===== src/rtl/fir_coef_loader.sv =====
// Streams NUM_TAPS coefficients into a FIR coefficient port, then waits out the
// filter's pipeline latency before flagging the new coefficient set as live.
module fir_coef_loader #(
  parameter int NUM_TAPS = 10,
  parameter int COEF_W   = 8,
  parameter int IDX_W    = 4
) (
  input  logic              clk,
  input  logic              rst,
  input  logic              start,
  input  logic              abort,
  input  logic              s_valid,
  input  logic [COEF_W-1:0] s_data,
  output logic              s_ready,
  output logic              coef_write_enable,
  output logic [IDX_W-1:0]  coef_number,
  output logic [COEF_W-1:0] coef_value,
  output logic              busy,
  output logic              done,
  output logic              filter_ready
);

  localparam int SET_W = $clog2(NUM_TAPS + 1);
  localparam logic [IDX_W-1:0] LAST_TAP   = IDX_W'(NUM_TAPS - 1);
  localparam logic [SET_W-1:0] SETTLE_LEN = SET_W'(NUM_TAPS);

  typedef enum logic [1:0] {
    IDLE   = 2'd0,
    LOAD   = 2'd1,
    SETTLE = 2'd2
  } state_t;

  state_t              state_r, state_s;
  logic [IDX_W-1:0]    tap_r, tap_s;
  logic [SET_W-1:0]    settle_r, settle_s;
  logic                cwe_r, cwe_s;
  logic [IDX_W-1:0]    num_r, num_s;
  logic [COEF_W-1:0]   val_r, val_s;
  logic                done_r, done_s;
  logic                fready_r, fready_s;

  // State and datapath registers
  always_ff @(posedge clk or posedge rst) begin
    if (rst) begin
      state_r  <= IDLE;
      tap_r    <= '0;
      settle_r <= '0;
      cwe_r    <= 1'b0;
      num_r    <= '0;
      val_r    <= '0;
      done_r   <= 1'b0;
      fready_r <= 1'b0;
    end else begin
      state_r  <= state_s;
      tap_r    <= tap_s;
      settle_r <= settle_s;
      cwe_r    <= cwe_s;
      num_r    <= num_s;
      val_r    <= val_s;
      done_r   <= done_s;
      fready_r <= fready_s;
    end
  end

  // Next-state and next-output logic
  always_comb begin
    state_s  = state_r;
    tap_s    = tap_r;
    settle_s = settle_r;
    cwe_s    = 1'b0;
    num_s    = num_r;
    val_s    = val_r;
    done_s   = 1'b0;
    fready_s = fready_r;
    case (state_r)
      IDLE: begin
        if (start && !abort) begin
          state_s  = LOAD;
          tap_s    = '0;
          fready_s = 1'b0;
        end else begin
          state_s = IDLE;
        end
      end
      LOAD: begin
        // A beat accepted together with abort is still written out.
        if (s_valid) begin
          cwe_s = 1'b1;
          num_s = tap_r;
          val_s = s_data;
          if (tap_r == LAST_TAP) begin
            state_s  = SETTLE;
            settle_s = SETTLE_LEN;
          end else begin
            tap_s = tap_r + IDX_W'(1);
          end
        end else begin
          cwe_s = 1'b0;
        end
        if (abort) begin
          state_s  = IDLE;
          fready_s = 1'b0;
        end else begin
          fready_s = fready_r;
        end
      end
      SETTLE: begin
        if (abort) begin
          state_s  = IDLE;
          fready_s = 1'b0;
        end else if (settle_r == '0) begin
          state_s  = IDLE;
          done_s   = 1'b1;
          fready_s = 1'b1;
        end else begin
          settle_s = settle_r - SET_W'(1);
        end
      end
      default: begin
        state_s = IDLE;
      end
    endcase
  end

  assign s_ready           = (state_r == LOAD);
  assign busy              = (state_r != IDLE);
  assign coef_write_enable = cwe_r;
  assign coef_number       = num_r;
  assign coef_value        = val_r;
  assign done              = done_r;
  assign filter_ready      = fready_r;

endmodule


===== config.mk =====
export PLATFORM = sky130hd
export DESIGN_NAME = fir_coef_loader
export DESIGN_NICKNAME = d
export VERILOG_FILES = /design/src/rtl/fir_coef_loader.sv
export SDC_FILE = /design/constraint.sdc
export NUM_CORES = 1
export LEC_CHECK = 0
export ABC_CLOCK_PERIOD_IN_PS = 4100
export BUFFER_PORTS_ARGS = -buffer_cell sky130_fd_sc_hd__buf_4
export CAP_MARGIN = 20
export CORE_ASPECT_RATIO = 0.9
export CORE_MARGIN = 5
export CORE_UTILIZATION = 35
export CTS_CLUSTER_DIAMETER = 100
export DETAILED_ROUTE_END_ITERATION = 6
export PLACE_DENSITY_LB_ADDON = 0.12
export SLEW_MARGIN = 0
export SYNTH_ARGS = -nofsm -noshare
export SYNTH_HDL_FRONTEND = slang
export SYNTH_SLANG_ARGS = --single-unit

===== constraint.sdc =====
create_clock -name clk -period 4.1 [get_ports clk]
set_clock_uncertainty 0.1 [all_clocks]
set_input_delay 0.41 -clock clk [delete_from_list [all_inputs] [get_ports clk]]
set_output_delay 0.41 -clock clk [all_outputs]
set_load 0.005 [all_outputs]

* Yosys cells after proc, flatten, opt, wreduce, memory -nomap -nowiden *
Index checks and enable logic that the tools add are counted.

word-level totals
  register bits = 25
  logic and storage cells = 62

operators by class
  add/sub/neg operators = 2
  equal/unequal tests = 13
  mux-type cells = 26
  reductions and logical operators = 13

operators with widths
  kind                                                   number
  two-way mux 4 bit                                      7
  one-hot mux 4 bit (2 select lines)                     2
  inequality test 2 bit, second input constant           6
  two-way mux 1 bit                                      10
  two-way mux 2 bit                                      5
  AND reduction 4 bit                                    2
  inequality test 3 bit, second input constant           2
  one-hot mux 2 bit (3 select lines)                     1
  nonzero test 2 bit                                     3
  AND reduction 5 bit                                    1
  adder 4 x 1 -> 4 bit, second input constant            1
  == test 4 bit, second input constant                   1
  logical NOT 4 bit                                      1
  subtractor 4 x 1 -> 4 bit, second input constant       1
  inequality test 3 x 2 -> 1 bit, second input constant  1
  one-hot mux 1 bit (3 select lines)                     1
  AND reduction 3 bit                                    1
  nonzero test 3 bit                                     1
  == test 2 x 1 -> 1 bit, second input constant          1
  == test 2 bit, second input constant                   1
  logical NOT 2 bit                                      1
  inequality test 2 x 1 -> 1 bit, second input constant  1
  AND reduction 2 bit                                    1
  logical AND 1 bit                                      1
  logical NOT 1 bit                                      1

* Logic depth before layout (Yosys ltp) *
  depth in word-level cells = 5
  mapped depth = 5

* Worst setup path before layout *
No wires, ideal clock.

  path type = reg2reg
  start point = reg settle_r[0]
  end point = reg settle_r[1]
  library setup time = 128 ps
  data arrival time = 1,373 ps
  path slack = 2,499 ps
  cell stages (with the launch flop) = 6
  path buffers = 0
  cell sequence = dfrtp_1 -> inv_1 -> ha_1 -> nor3b_1 -> o22ai_2 -> mux2_1

on the way
  longest elaborated chain between the ends = 4
  elaborated cells on any way between the ends = 7

RTL lines
  what                                line  source
  start: declaration                  35    logic [SET_W-1:0] settle_r, settle_s;
  start signal: assignment            56    settle_r <= settle_s;
  subtractor 4 x 1 -> 4 bit           116   settle_s = settle_r - SET_W'(1);
  two-way mux 4 bit                   111   end else if (settle_r == '0) begin
  two-way mux 4 bit                   108   if (abort) begin
  one-hot mux 4 bit (2 select lines)  75    case (state_r)

Several ways; a longest one is shown, not always the timed one. The select of a mux whose other input is x is not followed.
A chain may end at the register's enable or synchronous reset.

* Worst setup path after layout *
  start point = reg state_r[1]
  end point = reg val_r[5], in the netlist coef_value[5]

on the way
  longest elaborated chain between the ends = 2

RTL lines
  what                           line  source
  start: declaration             33    state_t state_r, state_s;
  start signal: assignment       54    state_r <= state_s;
  == test 2 x 1 -> 1 bit         75
  AND reduction 2 bit (no line)  -
  end signal: assignment         59    val_r <= val_s;
  end: declaration               38    logic [COEF_W-1:0] val_r, val_s;

No other way between the ends.

==> report_table.html <==
<table>
<tr><th>Metric</th><th>Value</th></tr>
<tr><th colspan="2">Timing</th></tr>
<tr><td>Tcrit/Tclk final</td><td>43.8%</td></tr>
<tr><td>Setup Viol. Count Final</td><td>0</td></tr>
<tr><td>Summed negative setup slack over all endpoints</td><td>0 ns</td></tr>
<tr><td>Number of hold-slack violations in the final timing report</td><td>0</td></tr>
<tr><td>Worst rel slew slack</td><td>38.1%</td></tr>
<tr><td>Smallest hold slack</td><td>0.248 ns</td></tr>
<tr><td>Unrepaired setup endpoints after global routing</td><td>false</td></tr>
<tr><td>Post-layout min period</td><td>1.80 ns</td></tr>
<tr><td>Upper clock frequency limit</td><td>0.556 GHz</td></tr>
<tr><td>Actual slew at the worst max-slew pin</td><td>0.928 ns</td></tr>
<tr><td>Final number of max-transition violations</td><td>0</td></tr>
<tr><th colspan="2">Detailed routing</th></tr>
<tr><td>Total iterations of the first detailed-routing run</td><td>4</td></tr>
<tr><td>Post-detailed-route DRC marker count</td><td>0</td></tr>
<tr><td>Mean routed wirelength per cell</td><td>12.3 um</td></tr>
<tr><td>Violation count after the first detailed-routing iteration</td><td>36</td></tr>
<tr><td>Final WL</td><td>2210 um</td></tr>
<tr><td>Vias per Instance</td><td>4.77</td></tr>
<tr><td>Total number of vias</td><td>858</td></tr>
<tr><td>Routed Antenna Nets</td><td>0</td></tr>
<tr><th colspan="2">Power</th></tr>
<tr><td>Maximum resistive drop on vdd</td><td>0.244 mV</td></tr>
<tr><td>Leak Pwr</td><td>0.728 nW</td></tr>
<tr><td>Final Power</td><td>0.000577 W</td></tr>
<tr><td>Cell Pwr Density</td><td>387 nW/um2</td></tr>
<tr><th colspan="2">Critical path</th></tr>
<tr><td>Worst-path cell chain</td><td>nand3b_4 &gt; inv_1 &gt; mux2_2</td></tr>
<tr><td>Data arrival, critical path</td><td>1.85 ns</td></tr>
<tr><td>Critical Path RT</td><td>4.16 ns</td></tr>
<tr><td>Critical-path maximum fanout</td><td>13</td></tr>
<tr><td>Type of element launching the critical path</td><td>flop</td></tr>
<tr><td>Critical path class</td><td>reg2reg</td></tr>
<tr><td>Critical path capture point type</td><td>flop</td></tr>
<tr><td>Slowest-stage cell, CP</td><td>sky130_fd_sc_hd__dfrtp_1</td></tr>
<tr><td>Maximum cell stage delay along the critical path</td><td>0.51 ns</td></tr>
<tr><th colspan="2">GRT</th></tr>
<tr><td>Via count of the first global-routing pass</td><td>857</td></tr>
<tr><td>Total congestion overflow</td><td>0</td></tr>
<tr><td>All-layer global routing usage</td><td>10.3%</td></tr>
<tr><td>First-pass GRT wire length</td><td>3880 um</td></tr>
<tr><td>Maximum number of pins on one net before global-route repair</td><td>26</td></tr>
<tr><td>Antenna violations before repair</td><td>0</td></tr>
<tr><th colspan="2">Yosys</th></tr>
<tr><td>Commonest cells post-synth</td><td>sky130_fd_sc_hd__dfrtp_1 (25), sky130_fd_sc_hd__nand2_1 (15), sky130_fd_sc_hd__mux2_2 (8), sky130_fd_sc_hd__inv_1 (7), sky130_fd_sc_hd__a21oi_1 (6)</td></tr>
<tr><td>Compound-gate portion of the synthesized area</td><td>10.1%</td></tr>
<tr><td>Syn_nets</td><td>125</td></tr>
<tr><td>Top cell type by total area after synthesis</td><td>sky130_fd_sc_hd__dfrtp_1</td></tr>
<tr><td>Leading cell types by total area after synthesis</td><td>sky130_fd_sc_hd__dfrtp_1 (51%), sky130_fd_sc_hd__mux2_2 (7.4%), sky130_fd_sc_hd__nand2_1 (4.6%)</td></tr>
<tr><td>Area share of and/or/nand/nor cells after synthesis</td><td>18.6%</td></tr>
<tr><td>Synthesized instance count</td><td>108</td></tr>
<tr><td>Commonest register cell after synthesis</td><td>sky130_fd_sc_hd__dfrtp_1</td></tr>
<tr><td>Total number of yosys warnings</td><td>0</td></tr>
<tr><td>Fraction of synthesized cell area in xor and xnor cells</td><td>0%</td></tr>
<tr><td>Async set-reset flop share out of synthesis</td><td>100%</td></tr>
<tr><td>Area fraction of the dominant cell type after synthesis</td><td>51.5%</td></tr>
<tr><td>Combinational family with the most area after synthesis</td><td>simple AND/OR/NAND/NOR gates</td></tr>
<tr><td>Sequential-to-total area share from yosys stat</td><td>51.5%</td></tr>
<tr><td>Post-synthesis instance area</td><td>1210 um2</td></tr>
<tr><td>Number of enable flip-flop cells after synthesis</td><td>0</td></tr>
<tr><td>Cell with the most instances after synthesis</td><td>sky130_fd_sc_hd__dfrtp_1</td></tr>
<tr><td>Number of storage elements in the synthesis netlist</td><td>25</td></tr>
<tr><td>Adder-cell share of the synthesized area</td><td>4.12%</td></tr>
<tr><td>Fraction of synthesized area in multiplexers</td><td>9.99%</td></tr>
<tr><td>Synth Area per Inst</td><td>11.2 um2</td></tr>
<tr><td>Number of unique standard cell types used by synthesis</td><td>35</td></tr>
<tr><th colspan="2">Finish</th></tr>
<tr><td>Ratio of cells with drive above 1 in the final layout</td><td>36.0%</td></tr>
<tr><td>Final #Nets</td><td>154</td></tr>
<tr><td>Antenna cells</td><td>0</td></tr>
<tr><td>Relative area change from synthesis to final layout</td><td>22.8%</td></tr>
<tr><td>Post-Layout Cell Count</td><td>180</td></tr>
<tr><td>Post-Layout Inst Area</td><td>1490 um2</td></tr>
<tr><th colspan="2">Floorplanning</th></tr>
<tr><td>Starting Density</td><td>36.2%</td></tr>
<tr><td>DIE AREA</td><td>4750 um2</td></tr>
<tr><td>Placement Rows</td><td>20</td></tr>
<tr><td>Area of the core</td><td>3350 um2</td></tr>
<tr><td>Count of pins on the block boundary</td><td>30</td></tr>
<tr><td>Horiz. Die Dim</td><td>72.1 um</td></tr>
<tr><td>Die Y</td><td>65.9 um</td></tr>
<tr><th colspan="2">Placement</th></tr>
<tr><td>Detailed-placement wirelength estimate</td><td>1680 um</td></tr>
<tr><td>Area after DPL</td><td>1450 um2</td></tr>
<tr><td>Instance count after placement with tap cells included</td><td>176</td></tr>
<tr><td>Placer congestion estimate</td><td>0.822</td></tr>
<tr><td>Port buffer count</td><td>29</td></tr>
<tr><th colspan="2">Flow run</th></tr>
<tr><td>Number of maximum-capacitance constraint violations</td><td>0</td></tr>
<tr><th colspan="2">CTS</th></tr>
<tr><td>Total setup buffers inserted after CTS</td><td>0</td></tr>
<tr><td>CTS root buf</td><td>sky130_fd_sc_hd__clkbuf_8</td></tr>
<tr><td>Clock transition at the register clock pins on the worst setup and hold paths after CTS</td><td>0.08 ns</td></tr>
<tr><td>Number of sinks on the clock net</td><td>25</td></tr>
<tr><td>H-tree depth reported by CTS</td><td>1</td></tr>
<tr><td>Number of hold-repair buffers added at the cts stage</td><td>0</td></tr>
<tr><td>Number of buffers inserted during clock tree synthesis</td><td>3</td></tr>
<tr><td>Buffer depth of the longest clock path</td><td>2</td></tr>
<tr><td>Later-pin clock latency in the skew report</td><td>0.26 ns</td></tr>
<tr><td>TritonCTS clock tree</td><td>done</td></tr>
<tr><td>Number of gates resized after cts</td><td>0</td></tr>
<tr><th colspan="2">Hold path</th></tr>
<tr><td>Path class of the lowest-slack min-delay path</td><td>in2async</td></tr>
<tr><th colspan="2">Status</th></tr>
<tr><td>Outcome</td><td>completed</td></tr>
</table>
## per-stage QoR
stage | utilization (%) | setup WS [ns]
after CTS | 44.5 | 2.27
after global placement | 43.1 | 2.30
final | 44.5 | 2.30
after global routing | 44.5 | 2.14
after detailed placement | 43.1 | 2.28
after floorplan | - | 2.50
## layout by cell type, fill, tap and decap left out, types with 2 or more instances in the layout
| master | instances |
|---|---|
| sky130_fd_sc_hd__nor3_1 | 2 |
| sky130_fd_sc_hd__a31oi_1 | 2 |
| sky130_fd_sc_hd__inv_1 | 7 |
| sky130_fd_sc_hd__ha_1 | 4 |
| sky130_fd_sc_hd__nand2_1 | 15 |
| sky130_fd_sc_hd__o211ai_1 | 2 |
| sky130_fd_sc_hd__clkbuf_8 | 3 |
| sky130_fd_sc_hd__mux2_2 | 8 |
| sky130_fd_sc_hd__o21ai_0 | 4 |
| sky130_fd_sc_hd__buf_4 | 29 |
| sky130_fd_sc_hd__nor3b_1 | 3 |
| sky130_fd_sc_hd__mux2i_1 | 2 |
| sky130_fd_sc_hd__dfrtp_1 | 25 |
| sky130_fd_sc_hd__a21oi_1 | 6 |
| sky130_fd_sc_hd__nand3_1 | 3 |
| sky130_fd_sc_hd__or2_2 | 2 |
## worst paths after layout
kind                                             from                         end  slack, ns  cells past startpoint
max in group asynchronous                         rst    filter_ready$_DFFE_PP0P_       3.08                      2
min                                               rst   coef_value[5]$_DFFE_PP0P_       0.25                      2
max                            state_r[1]$_DFFE_PP0P_   coef_value[5]$_DFFE_PP0P_       2.30                      3
min in group clk                                abort      state_r[1]$_DFFE_PP0P_       0.26                      2
min reg2reg                coef_number[3]$_DFFE_PP0P_  coef_number[3]$_DFFE_PP0P_       0.38                      2
max reg2reg                    state_r[1]$_DFFE_PP0P_   coef_value[5]$_DFFE_PP0P_       2.30                      3
## sequential cells by signal, summed over array words and instances (netlist names)
| register | cells |
|---|---|
| coef_value | 8 |
| coef_number | 4 |
| settle_r | 4 |
| tap_r | 4 |
| state_r | 2 |
| coef_write_enable | 1 |
| done | 1 |
| filter_ready | 1 |
## cell type report
type,count,area [um2]
Clock buffer,3,41.3
Timing Repair Buffer,29,218
Tap cell,44,55.1
Inverter,7,26.3
Sequential cell,25,626
Multi-Input combinational cell,71,520
Clock inverter,1,5.00
Fill cell,332,1860
## kinds of logic after synthesis
logic type,Yosys count
AO/OA/AOI/OAI,19
adder cells (fa/ha/maj),4
buffers and inverters,12
flip-flops,25
multiplexers,11
AND/OR/NAND/NOR,37
## critical path, delay by kind of cell, from the launching register on
| family | cells | cell delay [ns] |
|---|---|---|
| mux | 1 | 0.39 |
| flops | 1 | 0.51 |
| buf+inv | 1 | 0.39 |
| simple gates | 1 | 0.29 |
## layer usage
metal	track usage [%]	share of wire, %	routed length [um]	vias to the layer above
li1	-	-	-	432
met1	12.2	44	966	413
met2	17.8	51	1120	11
met3	3.34	4.5	100	2
met4	2.82	0.82	18	0
met5	0	0	0	-
## power by group
part	internal, W	total (W)	switching, W
clock	0.0000679	0.000143	0.0000753
sequential	0.000283	0.000309	0.0000266
combinational	0.0000735	0.000124	0.0000506
No activity file was read; power rests on OpenSTA's default activity.
